<file path="config.mk">
export PLATFORM = sky130hd
export DESIGN_NAME = mult8x8_ctrl
export DESIGN_NICKNAME = d
export VERILOG_FILES = /design/src/rtl/mult8x8_pkg.sv /design/src/rtl/mult8x8_sched.sv /design/src/rtl/mult8x8_ctrl.sv
export SDC_FILE = /design/constraint.sdc
export NUM_CORES = 1
export LEC_CHECK = 0
export BUFFER_PORTS_ARGS = -buffer_cell sky130_fd_sc_hd__clkbuf_2
export CORE_MARGIN = 5
export CORE_UTILIZATION = 25
export DETAILED_ROUTE_END_ITERATION = 8
export HOLD_SLACK_MARGIN = 0.12
export SKIP_LAST_GASP = 1
export SYNTH_ARGS = -nofsm -noshare
export SYNTH_HDL_FRONTEND = slang
export SYNTH_SLANG_ARGS = --single-unit
</file>
<file path="constraint.sdc">
create_clock -name clk -period 2.8 [get_ports clk]
set_clock_uncertainty 0.1 [all_clocks]
set_input_delay 0.7 -clock clk [delete_from_list [all_inputs] [get_ports clk]]
set_output_delay 0.7 -clock clk [all_outputs]
set_load 0.03 [all_outputs]
</file>
<file path="src/rtl/mult8x8_pkg.sv">
// Shared types and constants for the 8x8 multiplier controller.
// Optional feature macro used by the scheduler: MULT_ZERO_SKIP_EN.
package mult8x8_pkg;

   localparam int NIBBLE_W = 4;

   typedef enum logic [2:0] {
      ST_IDLE = 3'd0,
      ST_PP0  = 3'd1,
      ST_PP1  = 3'd2,
      ST_PP2  = 3'd3,
      ST_PP3  = 3'd4,
      ST_DONE = 3'd5
   } state_t;

   localparam logic [1:0] SHIFT_0 = 2'b00;
   localparam logic [1:0] SHIFT_4 = 2'b01;
   localparam logic [1:0] SHIFT_8 = 2'b10;

endpackage

</file>
<file path="src/rtl/mult8x8_sched.sv">
// Partial-product scheduler: picks the next PP state (or DONE) after the given state.
// With MULT_ZERO_SKIP_EN defined, PP states with a zero A or B nibble are skipped.
module mult8x8_sched
   import mult8x8_pkg::*;
(
   input  state_t     state,
   input  logic [3:0] nib_zero,
   output state_t     next_state
);

   logic [3:0] run;
   int         first_idx;

`ifdef MULT_ZERO_SKIP_EN
   logic [3:0] skip;

   // nib_zero bits: [0]=A lo, [1]=A hi, [2]=B lo, [3]=B hi
   always_comb begin
      skip[0] = nib_zero[0] | nib_zero[2];
      skip[1] = nib_zero[0] | nib_zero[3];
      skip[2] = nib_zero[1] | nib_zero[2];
      skip[3] = nib_zero[1] | nib_zero[3];
      run     = ~skip;
   end
`else
   logic unused_nib_zero;

   assign unused_nib_zero = ^nib_zero;
   assign run             = 4'hF;
`endif

   always_comb begin
      first_idx = 0;
      case (state)
         ST_PP0:  first_idx = 1;
         ST_PP1:  first_idx = 2;
         ST_PP2:  first_idx = 3;
         ST_PP3:  first_idx = 4;
         default: first_idx = 0;
      endcase

      // Descending scan so the lowest runnable PP index at or after first_idx wins.
      next_state = ST_DONE;
      for (int i = 3; i >= 0; i--) begin
         if (i >= first_idx && run[i]) begin
            next_state = state_t'(3'(i + 1));
         end
      end
   end

endmodule

</file>
<file path="src/rtl/mult8x8_ctrl.sv">
// Sequencing controller for an 8x8 multiply built from a shared 4x4 multiplier and shifter.
// Optional zero-nibble skipping is enabled with MULT_ZERO_SKIP_EN (see mult8x8_sched).
module mult8x8_ctrl
   import mult8x8_pkg::*;
(
   input  logic                  clk,
   input  logic                  reset_n,
   input  logic                  start,
   input  logic [2*NIBBLE_W-1:0] dataa,
   input  logic [2*NIBBLE_W-1:0] datab,
   output logic [NIBBLE_W-1:0]   mult_a,
   output logic [NIBBLE_W-1:0]   mult_b,
   output logic [1:0]            shift_ctrl,
   input  logic [15:0]           shift_out,
   output logic [15:0]           product,
   output logic                  busy,
   output logic                  done
);

   state_t                state_q, state_d, sched_next;
   logic [2*NIBBLE_W-1:0] a_q, a_d, b_q, b_d;
   logic [15:0]           acc_q, acc_d;
   logic                  accepting;
   logic [2*NIBBLE_W-1:0] src_a, src_b;
   logic [3:0]            nib_zero;

   assign accepting = (state_q == ST_IDLE) || (state_q == ST_DONE);

   // On a start the schedule must be chosen from the incoming operands, not the stale ones.
   assign src_a    = accepting ? dataa : a_q;
   assign src_b    = accepting ? datab : b_q;
   assign nib_zero = {src_b[2*NIBBLE_W-1:NIBBLE_W] == '0, src_b[NIBBLE_W-1:0] == '0,
                      src_a[2*NIBBLE_W-1:NIBBLE_W] == '0, src_a[NIBBLE_W-1:0] == '0};

   mult8x8_sched u_sched (
      .state      (state_q),
      .nib_zero   (nib_zero),
      .next_state (sched_next)
   );

   always_comb begin
      state_d = state_q;
      a_d     = a_q;
      b_d     = b_q;
      acc_d   = acc_q;
      case (state_q)
         ST_IDLE, ST_DONE: begin
            if (start) begin
               a_d     = dataa;
               b_d     = datab;
               acc_d   = '0;
               state_d = sched_next;
            end else begin
               state_d = ST_IDLE;
            end
         end
         ST_PP0, ST_PP1, ST_PP2, ST_PP3: begin
            acc_d   = acc_q + shift_out;
            state_d = sched_next;
         end
         default: state_d = ST_IDLE;
      endcase
   end

   always_ff @(posedge clk or negedge reset_n) begin
      if (!reset_n) begin
         state_q <= ST_IDLE;
         a_q     <= '0;
         b_q     <= '0;
         acc_q   <= '0;
      end else begin
         state_q <= state_d;
         a_q     <= a_d;
         b_q     <= b_d;
         acc_q   <= acc_d;
      end
   end

   always_comb begin
      mult_a     = '0;
      mult_b     = '0;
      shift_ctrl = SHIFT_0;
      case (state_q)
         ST_PP0: begin
            mult_a = a_q[NIBBLE_W-1:0];
            mult_b = b_q[NIBBLE_W-1:0];
         end
         ST_PP1: begin
            mult_a     = a_q[NIBBLE_W-1:0];
            mult_b     = b_q[2*NIBBLE_W-1:NIBBLE_W];
            shift_ctrl = SHIFT_4;
         end
         ST_PP2: begin
            mult_a     = a_q[2*NIBBLE_W-1:NIBBLE_W];
            mult_b     = b_q[NIBBLE_W-1:0];
            shift_ctrl = SHIFT_4;
         end
         ST_PP3: begin
            mult_a     = a_q[2*NIBBLE_W-1:NIBBLE_W];
            mult_b     = b_q[2*NIBBLE_W-1:NIBBLE_W];
            shift_ctrl = SHIFT_8;
         end
         default: ;
      endcase
   end

   assign busy    = (state_q == ST_PP0) || (state_q == ST_PP1) ||
                    (state_q == ST_PP2) || (state_q == ST_PP3);
   assign done    = (state_q == ST_DONE);
   assign product = acc_q;

endmodule
</file>
* Word level (Yosys, flattened, before mapping)
Cells that the tools add are included.
W data, S select, Z words.
** Word-level totals
- Bits in registers :: 35
- Input port bits :: 35
- Output and inout bits :: 28
- Word-level logic and storage cells :: 41
** Operators by class
- Add/sub/neg operators :: 1
- Order comparisons :: 4
- Eq/ne operators :: 6
- Multiplexer cells :: 12
- Reduce and logical (&&, ||, !) cells :: 14
** Operator list (count)
- $pmux W16 S2 :: 1
- $add A16 B16 Y16 :: 1
- $mux W16 :: 1
- $pmux W4 S2 :: 2
- $mux W3 :: 4
- $pmux W3 S4 :: 1
- $reduce_or A2 Y1 :: 6
- $eq A3 B2 Y1 const B :: 2
- $eq A3 B3 Y1 const B :: 2
- $ge A1 B3 Y1 const A :: 2
- $ge A2 B3 Y1 const A :: 2
- $pmux W3 S2 :: 1
- $pmux W2 S2 :: 1
- $reduce_and A2 Y1 :: 2
- $reduce_or A4 Y1 :: 1
- $eq A3 B1 Y1 const B :: 1
- $logic_not A3 Y1 :: 1
- $logic_or A1 B1 Y1 :: 3
- $ne A2 B2 Y1 const B :: 1
- $reduce_bool A2 Y1 :: 1
- $mux W1 :: 1

* Depth between registers and ports, before layout
- Depth in word-level cells :: 9
- Mapped depth :: 8
- Mapped depth without buffers :: 8

* Cells and area by module
Synthesis repeated with hierarchy kept, for this count alone.
** Unflattened totals
- Cell total of the unflattened synthesis :: 260
- Area, all modules :: 2371.0 µm²
** By module, submodules not included
- mult8x8_ctrl :: instances 1, cells an instance 254, area each 2336.0 µm², seq. area each 875.8 µm²
- mult8x8_sched :: instances 1, cells an instance 6, area each 35.0 µm², seq. area each 0.0 µm²

* Worst setup path before layout
OpenSTA, ideal clock, no wires.
- Kind :: reg-to-output
- Start :: register state_q[0]
- End :: output mult_a[0]
- Arrival time :: 1845 ps
- Required time :: 2000 ps
- Slack :: 155 ps
- Stages on the path, launching flop included :: 5
- Path buffers :: 1
- Path through :: dfrtp_1 > buf_2 > nor3b_1 > a21o_1 > a22o_1
** Between the ends
- Cells in the longest elaborated chain, start to end :: 3
- Elaborated cells on any way between the ends :: 7
- Those cells by class :: 4 x eq/ne; 1 x mux; 2 x reduce/logical
** Ends and longest elaborated chain
- start: declaration :: RTL line mult8x8_ctrl.sv:20 : state_t state_q, state_d, sched_next;
- start signal: assignment :: RTL line mult8x8_ctrl.sv:72 : state_q <= state_d;
- $eq A3 B2 Y1 (tied with other cells) :: RTL line mult8x8_ctrl.sv:83 : case (state_q)
- $reduce_or A2 Y1 (no line)
- $pmux W4 S2 (*) :: RTL line mult8x8_ctrl.sv:83
- end: declaration :: RTL line mult8x8_ctrl.sv:11 : output logic [NIBBLE_W-1:0] mult_a,
Mark *: on every way between the ends. The rest lies on a longest branch, timed or not.

* Final worst setup path
- Start :: input shift_out[0]
- End :: register acc_q[12] (netlist: product[12])
** Between the ends
- Cells in the longest elaborated chain, start to end :: 2
** Ends and longest elaborated chain
- start: declaration :: RTL line mult8x8_ctrl.sv:14 : input logic [15:0] shift_out,
- $add A16 B16 Y16 :: RTL line mult8x8_ctrl.sv:58 : acc_d = acc_q + shift_out;
- $pmux W16 S2 :: RTL line mult8x8_ctrl.sv:46 : case (state_q)
- end signal: assignment :: RTL line mult8x8_ctrl.sv:70 : acc_q <= '0;
- end signal: assignment :: RTL line mult8x8_ctrl.sv:75 : acc_q <= acc_d;
- end: declaration :: RTL line mult8x8_ctrl.sv:22 : logic [15:0] acc_q, acc_d;
No other way between the ends.
A chain may end at the register's enable or synchronous reset.

==> impl_metrics.env <==
export IMPL_criticalPathCategory="in -> reg"
export IMPL_fmax_mhz=396
export IMPL_irDropWorstVdd_uv=498
export IMPL_yosysMostFrequentCell="dfrtp_1"
export IMPL_ios=63
export IMPL_slew_headroom=0.375
export IMPL_critPathTopFamily="compound AO/OA/AOI/OAI gates"
export IMPL_drt_wirelength_per_cell_um=13.8
export IMPL_setup_worst_path_end_class="register"
export IMPL_synth_edf_count=0
export IMPL_async_reset_ff_frac=1.00
export IMPL_synth_top_area_share=0.395
export IMPL_rsz0062_at_grt="false"
export IMPL_synth_largest_area_cell="dfrtp_1"
export IMPL_drv_cap=0
export IMPL_grt_max_degree=36
export IMPL_nNetsFinal=332
export IMPL_ys_top_cells_by_area="dfrtp_1 39%, ha_1 8.5%, mux2_4 6.8%"
export IMPL_p_switching_w=0.00195
export IMPL_crit_arrival_ns=2.60
export IMPL_syn_avg_cell_area_um2=10.3
export IMPL_fin_util=0.319
export IMPL_clock_path_buffers=2
export IMPL_hold_viol=0
export IMPL_cts_root_buf="clkbuf_8"
export IMPL_slowest_stage="fa_1"
export IMPL_drcViolationCount=0
export IMPL_antenna_left=0
export IMPL_die_area_um2=10900
export IMPL_synth_cell_type_count=44
export IMPL_critPathMaxFanout=3
export IMPL_area_growth_pct=24.9
export IMPL_synth_fp_nets=266
export IMPL_tightest_slew_ns=0.937
export IMPL_wirelength_um=5390
export IMPL_required_ns=2.88
export IMPL_gp_congestion=0.783
export IMPL_switching_share=0.482
export IMPL_fin_cells=390
export IMPL_setup_viol=0
export IMPL_place_hpwl_um=4200
export IMPL_yosysWarnings=0
export IMPL_post_cts_buffers=0
export IMPL_p_leak_nw=1.34
export IMPL_clk_latency_ns=0.29
export IMPL_startpoint_type="input port"
export IMPL_yosys_top_cells_count="35 x dfrtp_1, 29 x nand2_1, 19 x o21ai_0"
export IMPL_rrSetupSlack_ns=0.36
export IMPL_final_max_slew_viol_count=0
export IMPL_cts_hold_buffers=0
export IMPL_p_seq_frac=0.245
export IMPL_grt_usage=0.0998
export IMPL_fp_dieW_um=104
export IMPL_status="complete, no violations"
export IMPL_intPower_w=0.00210
export IMPL_place_area_um2=2660
export IMPL_antenna_found_initial=0
export IMPL_firstDrtPassIters=4
export IMPL_design_area_um2=2770
export IMPL_max_stage_delay_ns=0.41
export IMPL_ys_seq_elements=35
export IMPL_vias=1837
export IMPL_gr_total_overflow=0
export IMPL_grt_pass1_vias=1851
export IMPL_cts_tree="done"
export IMPL_finalCritPeriodShare=0.902
export IMPL_syn_area_um2=2220
export IMPL_die_h_um=104
export IMPL_cp_num_buf_inv=1
export IMPL_clkPwrFrac=0.116
export IMPL_cts_sinks=35
export IMPL_synth_ff_type="dfrtp_1"
export IMPL_htreeDepth=2
export IMPL_power_density_nw_per_um2=1460
export IMPL_crit_chain="clkbuf_2 -> ha_1 -> fa_1 -> a21o_1 -> a311oi_1 -> o21bai_1 -> a21boi_0 -> xor2_1 -> o21ai_0"
export IMPL_cts_buffers=5
export IMPL_drt_iter0_markers=42
export IMPL_whs_ns=0.412
export IMPL_avgViaCountPerCell=4.71
export IMPL_ys_seq_area_frac=0.395
export IMPL_min_delay_path_class="reg -> reg"
export IMPL_initial_utilization=0.256
export IMPL_synthCells=215
export IMPL_clkTransAtPathRegs_ns=0.08
export IMPL_grt_pass1_wl_um=8910
export IMPL_cts_resized=0
export IMPL_rows=34
export IMPL_coreArea_um2=8680
export IMPL_dp_cells=382
export IMPL_io_buffers=62
export IMPL_period_minus_slack_ns=2.52
export IMPL_share_comb_of_total_power=0.639
export IMPL_fill_cells=927
export IMPL_drive_gt1_frac=0.344
export IMPL_diodes=0
==> state kept, by name, indices dropped and copies added (netlist names) <==
name and flops:
a_q 8, product 16, b_q 8, state_q 3
==> routing by layer <==
| layer | track usage | wire length [um] | up-vias |
|---|---|---|---|
| met2 | 0.158 | 2570 | 34 |
| li1 | - | - | 907 |
| met1 | 0.132 | 2570 | 890 |
| met5 | 0 | 0 | - |
| met4 | 0.0333 | 72 | 0 |
| met3 | 0.0255 | 184 | 6 |
==> per-stage QoR <==
stage | power (W) | TNS (ns) | setup WS [ns]
floorplan | 0.00294 | 0 | 0.155
global placement | 0.00361 | 0 | 0.0164
detailed placement | 0.00364 | -0.0279 | -0.0279
CTS | 0.00412 | 0 | 0.275
global route | 0.00440 | 0 | 0.149
finish | 0.00406 | 0 | 0.275
==> area by class of cell <==
type	count	area, um^2	share of cell area
clock inverter	3	43.8	0.0158
inverter	3	11.3	0.00406
tap	108	135	0.0488
multi-input combinational	169	1280	0.460
sequential	35	876	0.316
clock buffer	5	68.8	0.0248
timing repair buffer	67	360	0.130
==> cells in the final DEF, fill, tap and decap left out, types with 3 or more instances in the layout <==
cell type / Yosys / final
nor3b_1: 3 / 3
o21ai_0: 19 / 19
a21o_1: 6 / 6
nor2_1: 10 / 10
inv_1: 3 / 3
a22o_1: 6 / 6
buf_4: 2 / 4
clkbuf_8: 0 / 5
a31oi_1: 3 / 3
nand3_1: 4 / 4
clkbuf_2: 0 / 62
dfrtp_1: 35 / 35
mux2_2: 6 / 6
nand2_1: 29 / 29
xnor2_1: 6 / 6
ha_1: 15 / 15
xor2_1: 7 / 7
a21oi_1: 14 / 14
mux2_4: 10 / 10
==> power groups by stage <==
stage               Clock [W]  Combinational, W  Sequential [W]
finish               0.000471           0.00260        0.000992
detailed placement          0           0.00263         0.00100
global route         0.000500           0.00286         0.00103
CTS                  0.000483           0.00264        0.000998
floorplan                   0           0.00179         0.00115
global placement            0           0.00261         0.00100
==> cell families after synthesis <==
family,after synthesis,synth area share
buffers and inverters,11,0.0304
muxes,17,0.103
adders and majority gates,16,0.0936
DFF,35,0.395
and+or+nand+nor,63,0.148
AOI/OAI and AO/OA,59,0.172
xor gates and xnor gates,14,0.0586
==> tightest hold or removal path, stage by stage (launching register included) <==
cell	delay (ns)
dfrtp_1	0.37
nand2_1	0.05
o21ai_0	0.06
==> worst paths after layout <==
path                                             start                      end  depth (start not counted)
worst max-delay path                      shift_out[0]  product[12]$_DFFE_PN0P_                          9
worst min-delay path            product[5]$_DFFE_PN0P_   product[5]$_DFFE_PN0P_                          2
worst max register to register  product[0]$_DFFE_PN0P_  product[12]$_DFFE_PN0P_                          8
worst min register to register  product[5]$_DFFE_PN0P_   product[5]$_DFFE_PN0P_                          2
max in group asynchronous                      reset_n       b_q[0]$_DFFE_PN0P_                          1
min in group asynchronous                      reset_n   product[9]$_DFFE_PN0P_                          1
Power figures use the tool's default switching activity.
